--- config.mk ---
export PLATFORM = sky130hd
export DESIGN_NAME = overlay_scheduler
export DESIGN_NICKNAME = d
export VERILOG_FILES = /design/src/rtl/overlay_scheduler_pkg.sv /design/src/rtl/overlay_scheduler_bounce_axis.sv /design/src/rtl/overlay_scheduler.sv
export SDC_FILE = /design/constraint.sdc
export NUM_CORES = 1
export LEC_CHECK = 0
export CAP_MARGIN = 20
export CELL_PAD_IN_SITES_DETAIL_PLACEMENT = 1
export CELL_PAD_IN_SITES_GLOBAL_PLACEMENT = 1
export CORE_MARGIN = 10
export CORE_UTILIZATION = 39
export CTS_CLUSTER_DIAMETER = 200
export CTS_CLUSTER_SIZE = 25
export DETAILED_ROUTE_END_ITERATION = 12
export HOLD_SLACK_MARGIN = 0.06
export PLACE_DENSITY_LB_ADDON = 0.1
export RECOVER_POWER = 100
export SETUP_SLACK_MARGIN = 0.3
export SLEW_MARGIN = 25
export SYNTH_ARGS = -nofsm -noshare
export SYNTH_HDL_FRONTEND = slang
export SYNTH_SLANG_ARGS = --single-unit
--- constraint.sdc ---
create_clock -name clk -period 2.7 [get_ports clk]
set_input_delay 0.27 -clock clk [delete_from_list [all_inputs] [get_ports clk]]
set_output_delay 0.27 -clock clk [all_outputs]
set_load 0.02 [all_outputs]
--- src/rtl/overlay_scheduler_pkg.sv ---
// -----------------------------------------------------------------------------
// overlay_scheduler_pkg
// Shared definitions for the text-overlay scheduler: cell-grid constants,
// mode encodings, FSM state codes and small mode-decoding helpers.
// -----------------------------------------------------------------------------
package overlay_scheduler_pkg;

   // Cell grid (8x8-pixel cells)
   localparam int COLS  = 80;   // screen width in cells
   localparam int ROWS  = 60;   // screen height in cells
   localparam int OVL_W = 23;   // overlay width in cells
   localparam int OVL_H = 9;    // overlay height in cells

   typedef enum logic [1:0] {
      MODE_STATIC = 2'b00,
      MODE_BOUNCE = 2'b01,
      MODE_BLINK  = 2'b10,
      MODE_BOTH   = 2'b11
   } mode_e;

   typedef enum logic {
      ST_HOLD = 1'b0,
      ST_RUN  = 1'b1
   } state_e;

   function automatic logic has_bounce(input logic [1:0] m);
      return (m == MODE_BOUNCE) || (m == MODE_BOTH);
   endfunction

   function automatic logic has_blink(input logic [1:0] m);
      return (m == MODE_BLINK) || (m == MODE_BOTH);
   endfunction

endpackage

--- src/rtl/overlay_scheduler_bounce_axis.sv ---
// -----------------------------------------------------------------------------
// bounce_axis
// Next-position logic for one axis of the bouncing overlay. Purely
// combinational; the top module owns the registers.
//   step    : advance this axis by one cell this update
//   pos     : current origin coordinate (0..MAX)
//   dir     : current direction, 1 = +1, 0 = -1
//   pos_nxt : coordinate after the update
//   dir_nxt : direction after the update
//   flip    : direction was reversed at an edge on this update
// -----------------------------------------------------------------------------
module bounce_axis #(
   parameter int W   = 7,
   parameter int MAX = 57
) (
   input  logic         step,
   input  logic [W-1:0] pos,
   input  logic         dir,
   output logic [W-1:0] pos_nxt,
   output logic         dir_nxt,
   output logic         flip
);

   always_comb begin
      pos_nxt = pos;
      dir_nxt = dir;
      flip    = 1'b0;
      if (step) begin
         if (dir) begin
            // At the far edge: reflect and move back one cell in the same update
            if (pos == W'(MAX)) begin
               pos_nxt = pos - W'(1);
               dir_nxt = 1'b0;
               flip    = 1'b1;
            end else begin
               pos_nxt = pos + W'(1);
            end
         end else begin
            if (pos == '0) begin
               pos_nxt = W'(1);
               dir_nxt = 1'b1;
               flip    = 1'b1;
            end else begin
               pos_nxt = pos - W'(1);
            end
         end
      end
   end

endmodule

--- src/rtl/overlay_scheduler.sv ---
// -----------------------------------------------------------------------------
// overlay_scheduler
// Once-per-frame scheduler for the VGA text overlay. Advances during vertical
// blanking on the frame tick (x==0, y==TICK_Y): holds at the start position
// for HOLD_FRAMES, then bounces and/or blinks according to mode.
//   clk, rst_n   : pixel clock, async active-low reset
//   ena, pause   : frame is skipped when ena=0 or pause=1
//   x, y         : current pixel column / row
//   mode         : 00 static, 01 bounce, 10 blink, 11 bounce+blink
//   org_x, org_y : overlay origin in cells
//   visible      : overlay enable for the renderer
//   color        : palette index, +1 on every edge bounce
//   hit          : one-clk pulse after an update that bounced
// -----------------------------------------------------------------------------
module overlay_scheduler
   import overlay_scheduler_pkg::*;
#(
   parameter int COLS_P       = COLS,
   parameter int ROWS_P       = ROWS,
   parameter int OVL_W_P      = OVL_W,
   parameter int OVL_H_P      = OVL_H,
   parameter int INIT_X       = 30,
   parameter int INIT_Y       = 25,
   parameter int HOLD_FRAMES  = 60,
   parameter int STEP_FRAMES  = 2,
   parameter int BLINK_FRAMES = 30,
   parameter int TICK_Y       = 480
) (
   input  logic       clk,
   input  logic       rst_n,
   input  logic       ena,
   input  logic [9:0] x,
   input  logic [9:0] y,
   input  logic [1:0] mode,
   input  logic       pause,
   output logic [6:0] org_x,
   output logic [5:0] org_y,
   output logic       visible,
   output logic [2:0] color,
   output logic       hit
);

   localparam int MAX_X = COLS_P - OVL_W_P;
   localparam int MAX_Y = ROWS_P - OVL_H_P;
   localparam int HW    = $clog2(HOLD_FRAMES + 1);
   localparam int SW    = $clog2(STEP_FRAMES + 1);
   localparam int BW    = $clog2(BLINK_FRAMES + 1);

   state_e          state_q,     state_d;
   logic [HW-1:0]   hold_cnt_q,  hold_cnt_d;
   logic [SW-1:0]   step_cnt_q,  step_cnt_d;
   logic [BW-1:0]   blink_cnt_q, blink_cnt_d;
   logic [6:0]      org_x_q,     org_x_d;
   logic [5:0]      org_y_q,     org_y_d;
   logic            dir_x_q,     dir_x_d;
   logic            dir_y_q,     dir_y_d;
   logic            visible_q,   visible_d;
   logic [2:0]      color_q,     color_d;
   logic            hit_q,       hit_d;

   logic            tick;
   logic            adv;
   logic            step_now;
   logic [6:0]      pos_x_nxt;
   logic [5:0]      pos_y_nxt;
   logic            dir_x_nxt, dir_y_nxt;
   logic            flip_x, flip_y;

   assign tick = (x == 10'd0) && (y == 10'(TICK_Y));
   assign adv  = tick && ena && !pause;

   // Both axes move together on the last tick of each step period
   assign step_now = adv && (state_q == ST_RUN) && has_bounce(mode) &&
                     (step_cnt_q == SW'(STEP_FRAMES - 1));

   bounce_axis #(.W(7), .MAX(MAX_X)) u_axis_x (
      .step    (step_now),
      .pos     (org_x_q),
      .dir     (dir_x_q),
      .pos_nxt (pos_x_nxt),
      .dir_nxt (dir_x_nxt),
      .flip    (flip_x)
   );

   bounce_axis #(.W(6), .MAX(MAX_Y)) u_axis_y (
      .step    (step_now),
      .pos     (org_y_q),
      .dir     (dir_y_q),
      .pos_nxt (pos_y_nxt),
      .dir_nxt (dir_y_nxt),
      .flip    (flip_y)
   );

   always_comb begin
      state_d     = state_q;
      hold_cnt_d  = hold_cnt_q;
      step_cnt_d  = step_cnt_q;
      blink_cnt_d = blink_cnt_q;
      org_x_d     = org_x_q;
      org_y_d     = org_y_q;
      dir_x_d     = dir_x_q;
      dir_y_d     = dir_y_q;
      visible_d   = visible_q;
      color_d     = color_q;
      hit_d       = 1'b0;

      if (adv) begin
         case (state_q)
            ST_HOLD: begin
               visible_d = 1'b1;
               if (hold_cnt_q == HW'(HOLD_FRAMES - 1)) begin
                  state_d     = ST_RUN;
                  hold_cnt_d  = '0;
                  step_cnt_d  = '0;
                  blink_cnt_d = '0;
               end else begin
                  hold_cnt_d = hold_cnt_q + HW'(1);
               end
            end
            ST_RUN: begin
               if (has_bounce(mode)) begin
                  if (step_now) begin
                     step_cnt_d = '0;
                     org_x_d    = pos_x_nxt;
                     org_y_d    = pos_y_nxt;
                     dir_x_d    = dir_x_nxt;
                     dir_y_d    = dir_y_nxt;
                     // A corner flips both axes but counts as a single hit
                     if (flip_x || flip_y) begin
                        hit_d   = 1'b1;
                        color_d = color_q + 3'd1;
                     end
                  end else begin
                     step_cnt_d = step_cnt_q + SW'(1);
                  end
               end
               if (has_blink(mode)) begin
                  if (blink_cnt_q == BW'(BLINK_FRAMES - 1)) begin
                     blink_cnt_d = '0;
                     visible_d   = !visible_q;
                  end else begin
                     blink_cnt_d = blink_cnt_q + BW'(1);
                  end
               end else begin
                  visible_d   = 1'b1;
                  blink_cnt_d = '0;
               end
            end
            default: state_d = ST_HOLD;
         endcase
      end
   end

   always_ff @(posedge clk or negedge rst_n) begin
      if (!rst_n) begin
         state_q     <= ST_HOLD;
         hold_cnt_q  <= '0;
         step_cnt_q  <= '0;
         blink_cnt_q <= '0;
         org_x_q     <= 7'(INIT_X);
         org_y_q     <= 6'(INIT_Y);
         dir_x_q     <= 1'b1;
         dir_y_q     <= 1'b1;
         visible_q   <= 1'b1;
         color_q     <= 3'd0;
         hit_q       <= 1'b0;
      end else begin
         state_q     <= state_d;
         hold_cnt_q  <= hold_cnt_d;
         step_cnt_q  <= step_cnt_d;
         blink_cnt_q <= blink_cnt_d;
         org_x_q     <= org_x_d;
         org_y_q     <= org_y_d;
         dir_x_q     <= dir_x_d;
         dir_y_q     <= dir_y_d;
         visible_q   <= visible_d;
         color_q     <= color_d;
         hit_q       <= hit_d;
      end
   end

   assign org_x   = org_x_q;
   assign org_y   = org_y_q;
   assign visible = visible_q;
   assign color   = color_q;
   assign hit     = hit_q;

endmodule

# == Word-level counts from Yosys, hierarchy flattened ==
# Index checks and enable logic that the tools add are counted.
# classes
reduce_logical,20
muxes,37
n_addsub,8
eq_ne,12
bitwise_logic,1
# ops
cell,count
6-bit two-way mux,4
1-bit two-way mux,21
7-bit two-way mux,3
5-bit two-way mux,3
"6-bit by 1-bit adder with 6-bit output, second input constant",2
"6-bit == test, second input constant",2
"10-bit by 9-bit == test with 1-bit output, second input constant",1
10-bit logical NOT,1
5-bit case mux with 2 select lines,1
"7-bit by 1-bit adder with 7-bit output, second input constant",1
"7-bit by 6-bit == test with 1-bit output, second input constant",1
7-bit logical NOT,1
"7-bit by 1-bit subtractor with 7-bit output, second input constant",1
1-bit logical AND,6
6-bit logical NOT,1
2-bit two-way mux,3
2-bit AND reduction,3
"6-bit by 1-bit subtractor with 6-bit output, second input constant",1
"5-bit by 1-bit adder with 5-bit output, second input constant",1
"5-bit == test, second input constant",1
5-bit AND reduction,1
"2-bit by 1-bit == test with 1-bit output, second input constant",2
"2-bit == test, second input constant",2
2-bit case mux with 2 select lines,1
other kinds (11),14
# word_totals
register_bits,34

# == Longest topological paths before layout ==
# depth
word_depth,14
depth_mapped,7
ltp_nobuf,7

# == Cells and area by module ==
# A second synthesis with hierarchy kept.
# unflattened
cells_unflattened,265
hier_area_um2,2612.5
# by_module_without_submodules
mod,n_inst,area_each_um2,cells_per_inst
overlay_scheduler,1,1843.0,148
bounce_axis (u_axis_x),1,410.4,61
bounce_axis (u_axis_y),1,359.1,56

# == Worst setup path after synthesis ==
# OpenSTA, ideal clock, no wires.
# synth_path
path_kind,register -> register
start,"register org_x_q[0], in the netlist org_x[0]"
end,"register color_q[1], in the netlist color[1]"
path_slack_ns,0.312
arrival_time_ns,2.263
stages_incl_launch_ff,8
setup_time_ns,0.125
t_required_ns,2.575
n_path_buf,0
cell_sequence,dfrtp_1 > inv_1 > ha_1 > or3b_4 > or4_4 > o221ai_2 > nand2_2 > mux2_4
# synth_between
elab_chain_len,6
# synth_lines
item,line_no,rtl
start: declaration,overlay_scheduler.sv:53,"logic [6:0] org_x_q, org_x_d;"
start signal: assignment,overlay_scheduler.sv:160,org_x_q <= 7'(INIT_X);
start signal: assignment,overlay_scheduler.sv:172,org_x_q <= org_x_d;
7-bit by 6-bit == test with 1-bit output / 7-bit logical NOT (equally long branches),"overlay_scheduler_bounce_axis.sv:31, overlay_scheduler_bounce_axis.sv:39",
"1-bit two-way mux, on equally long branches","overlay_scheduler_bounce_axis.sv:31, overlay_scheduler_bounce_axis.sv:39",
1-bit two-way mux (*),overlay_scheduler_bounce_axis.sv:29,if (dir) begin
1-bit two-way mux (*),overlay_scheduler_bounce_axis.sv:28,if (step) begin
1-bit logical OR (*),overlay_scheduler.sv:129,if (flip_x || flip_y) begin
5-bit AND reduction (no source line) (*),-,
end signal: assignment,overlay_scheduler.sv:177,color_q <= color_d;
end: declaration,overlay_scheduler.sv:58,"logic [2:0] color_q, color_d;"
# Mark *: on every way between the ends. The rest lies on a longest branch, timed or not.
# A chain may end at the register's enable or synchronous reset.

# == Worst setup path after layout ==
# Ends and elaborated chain as after synthesis.

==> summary.log <==
INFO  finish         final.fill_count=644
INFO  die            pin_count=44
INFO  die            fp.dieArea=9178um^2
INFO  drt            wl_per_cell=17.25um
INFO  timing         setup_ws=201.1ps
INFO  job            maxCapViolations=1
INFO  worst_setup_path worstSetupEndpoint=color[1]$_DFFE_PN0P_
INFO  die            dieWidth=95.80um
INFO  timing         total_count_of_hold_check_failures_in_the_final_report=0
INFO  placed_design  gpl_wtd_cong=0.7979
INFO  synth          synthDominantCellAreaShare=26.80%
INFO  synth          synth.cell_area=2241um^2
INFO  worst_setup_path critical_path.startpoint=org_x[0]$_DFFE_PN0P_
INFO  worst_setup_path crit_type=reg2reg
INFO  clock_network  cts.sink_count=34
INFO  placed_design  post-dp-hpwl=4.514mm
INFO  clock_network  cts_hold_buf=0
INFO  global_routing wire_length_of_the_first_global_routing_pass=10.34mm
INFO  pwr            pwr-share-seq=48.5%
INFO  drt            detailed_router_iteration_count_before_antenna_repair=4
INFO  synth          mean_instance_size_in_the_synthesized_netlist=9.147um^2
INFO  synth          synth_seq_cells=34
INFO  worst_setup_path setup_slack_on_the_worst_flop_to_flop_path=200ps
INFO  synth          netlist_instances=245
INFO  clock_network  clock_latency=300ps
INFO  timing         worst-slew-pin-transition=1900ps
INFO  status         status=finished with violations
INFO  timing         achievable-frequency=400.2MHz
INFO  timing         rsz_0062_raised_after_global_routing=yes
INFO  finish         area_growth_syn_to_layout=29.98%
INFO  synth          ys.flop_type=dfrtp_1
INFO  pwr            report.power.total=1051uW
INFO  worst_setup_path rr_worst_depth=7
INFO  worst_setup_path worst_setup_path_start_kind=register
INFO  pwr            swShare=22.27%
INFO  synth          synth_cell_types=58
INFO  global_routing track_usage=14.17%
INFO  synth          synth.area.top_cells=dfrtp_1, dfstp_2, ha_1
INFO  pwr            power_frac_comb=5.6%
INFO  synth          syn-num-nets=281
INFO  worst_setup_path crit_path_end_kind=register
INFO  synth          most_frequently_used_cell_type_in_the_post_synthesis_netlist=dfrtp_1
INFO  clock_network  deepest_clock_path_buffer_count=2
INFO  timing         period_utilisation_layout=92.55%
INFO  timing         finalClockSkew=11.45ps
INFO  timing         slew_headroom=-26.68%
INFO  synth          synthArstFlopShare=100.0%
INFO  timing         finalSetupViolCount=0
INFO  timing         final_period_minus_worst_setup_slack=2499ps
INFO  finish         final_core_util=52.57%
INFO  clock_network  cts_root_buffer=clkbuf_8
INFO  drt            drc_violation_count_after_routing=0
INFO  die            die_h=95.80um
INFO  worst_setup_path cp_max_fo=4
INFO  finish         num-nets-final=332
INFO  clock_network  tritoncts=built
INFO  synth          synth_enable_flop_cells=0
INFO  timing         accumulated_negative_setup_slack=0ps
INFO  pwr            power.density_cell_area=360.8nW/um^2
INFO  worst_hold_path hp-class=reg2reg
INFO  global_routing globalRoute.totalOverflow=0
INFO  worst_setup_path reg2reg_to=color[1]$_DFFE_PN0P_
INFO  global_routing maximum_number_of_pins_on_one_net_before_global_route_repair=35
INFO  worst_setup_path cp_data_arrival_time=2690ps
INFO  global_routing antenna_found_initial=0
INFO  status         failed_checks=capacitance limit, slew limit
INFO  timing         timing.final.max_slew_violations=35
INFO  placed_design  placement.io_buffers=43
INFO  synth          synth_area_leader_cell=dfrtp_1
INFO  pwr            power.leakage=0.001236uW
INFO  worst_setup_path r2r_start=org_x[0]$_DFFE_PN0P_
INFO  finish         multi_input_comb_area=1280um^2
INFO  die            starting_density=40.45%
INFO  worst_setup_path critPathRequiredTime=2890ps
INFO  die            coreArea=5540um^2
INFO  clock_network  clk_transition_reported_paths=80ps
INFO  clock_network  cts.htree.levels=2
INFO  pwr            power_share_of_the_clock_group=45.9%
INFO  drt            route.antenna.remaining_nets=0
INFO  finish         seq_area=863.3um^2
INFO  clock_network  cts-buffers-inserted=5
INFO  synth          ys_seq_area_share=38.53%
INFO  synth          post_synth_most_frequent_cells=dfrtp_1, nand3_1, nor2_1
INFO  finish         drive_above_1_share=15.15%
INFO  drt            num_vias=2100
INFO  drt            detail_route.iter0.violations=51
INFO  pwr            vdd_drop_max=0.2437mV
INFO  drt            vias_per_cell=5.691
INFO  finish         antenna-diode-count=0
INFO  pwr            switching_power=234.0uW
INFO  global_routing via_count_of_the_first_global_routing_pass=2083
INFO  placed_design  preCtsSetupSlack=216.0ps
INFO  die            std_cell_rows=27
INFO  drt            wirelength=6.367mm
INFO  synth          ys_warn_count=0
INFO  pwr            internal-power=816.9uW
==> through the flow <==
stage          hold WS (ps)  cell area [um^2]  cells
6_report              484.4              2913    369
4_1_cts               398.4              2861    361
3_3_place_gp          460.6              2741    353
2_1_floorplan        -25.59              2241    245
5_1_grt               509.9              2913    369
3_5_place_dp          468.4              2741    353
==> critical path: stages, from the launching register on <==
cell      delay, ps
dfrtp_1         400
inv_2            90
ha_4            130
or3b_4          390
or4_1           670
o221ai_4        270
nand2_1         120
mux2_4          300
==> logic make-up after synthesis <==
family | after synthesis | share of synthesized area, %
xor+xnor | 8 | 3.127
simple gates | 95 | 24.34
mux | 5 | 2.624
flops | 34 | 38.53
buf+inv | 24 | 4.913
compound gates | 69 | 20.88
fa+ha+maj | 10 | 5.583
==> per-layer routing <==
metal,part of all wire [%],up-vias,GRT usage [%]
met5,0,-,0
met1,44,1034,17.11
met2,51,35,23.87
li1,-,1025,-
met3,4.4,6,3.891
met4,1.1,0,4.545
==> layout by cell type, fill, tap and decap left out, types with 6 or more instances in the layout <==
cell type | netlist | layout
a21oi_1 | 8 | 8
buf_4 | 3 | 11
clkdlybuf4s50_1 | 0 | 23
dfrtp_1 | 24 | 24
dfstp_2 | 10 | 10
dlygate4sd3_1 | 0 | 20
ha_1 | 10 | 9
inv_1 | 10 | 8
nand2_1 | 14 | 15
nand3_1 | 16 | 16
nand4_1 | 6 | 6
nor2_1 | 16 | 16
nor3_1 | 10 | 11
o21ai_0 | 11 | 19
o31ai_1 | 11 | 11
==> power by group through the flow <==
stage	clock (uW)	sequential, uW	combinational, uW
after floorplan	0	519	7.77
after global placement	0	519	60.5
after detailed placement	0	519	61.0
after CTS	501	510	61.4
after global routing	528	510	63.4
final	483	510	58.4
==> how the worst min path moves through the flow <==
stage | cells past startpoint | to | slack [ps] | start
2_1_floorplan | 0 | blink_cnt_q[0]$_DFFE_PN0P_ | -30 | rst_n
3_3_place_gp | 1 | color[2]$_DFFE_PN0P_ | 460 | color[2]$_DFFE_PN0P_
3_5_place_dp | 1 | color[2]$_DFFE_PN0P_ | 470 | color[2]$_DFFE_PN0P_
4_1_cts | 2 | org_y[5]$_DFFE_PN0P_ | 400 | rst_n
5_1_grt | 1 | color[2]$_DFFE_PN0P_ | 510 | color[2]$_DFFE_PN0P_
6_report | 1 | color[2]$_DFFE_PN0P_ | 480 | color[2]$_DFFE_PN0P_
==> layout make-up <==
class / count / area share, %
Timing Repair Buffer: 58 / 18.30
Clock buffer: 5 / 2.363
Tap cell: 72 / 3.093
Sequential cell: 34 / 29.64
Clock inverter: 3 / 1.375
Multi-Input combinational cell: 187 / 43.94
Inverter: 10 / 1.289
==> flip-flops by register name, indices dropped and copies added, names as in the netlist, 2 cells and up <==
name / count
color: 3
blink_cnt_q: 5
hold_cnt_q: 6
step_cnt_q: 2
org_y: 6
org_x: 7
==> repair_timing <==
item / CTS / global route
setup endpoints to repair: 1 / 2
gates resized for setup: 1 / 4
pin swaps: 0 / 4
setup buffers: 0 / 8
gates cloned: 0 / 0
No activity file was read; power rests on OpenSTA's default activity.
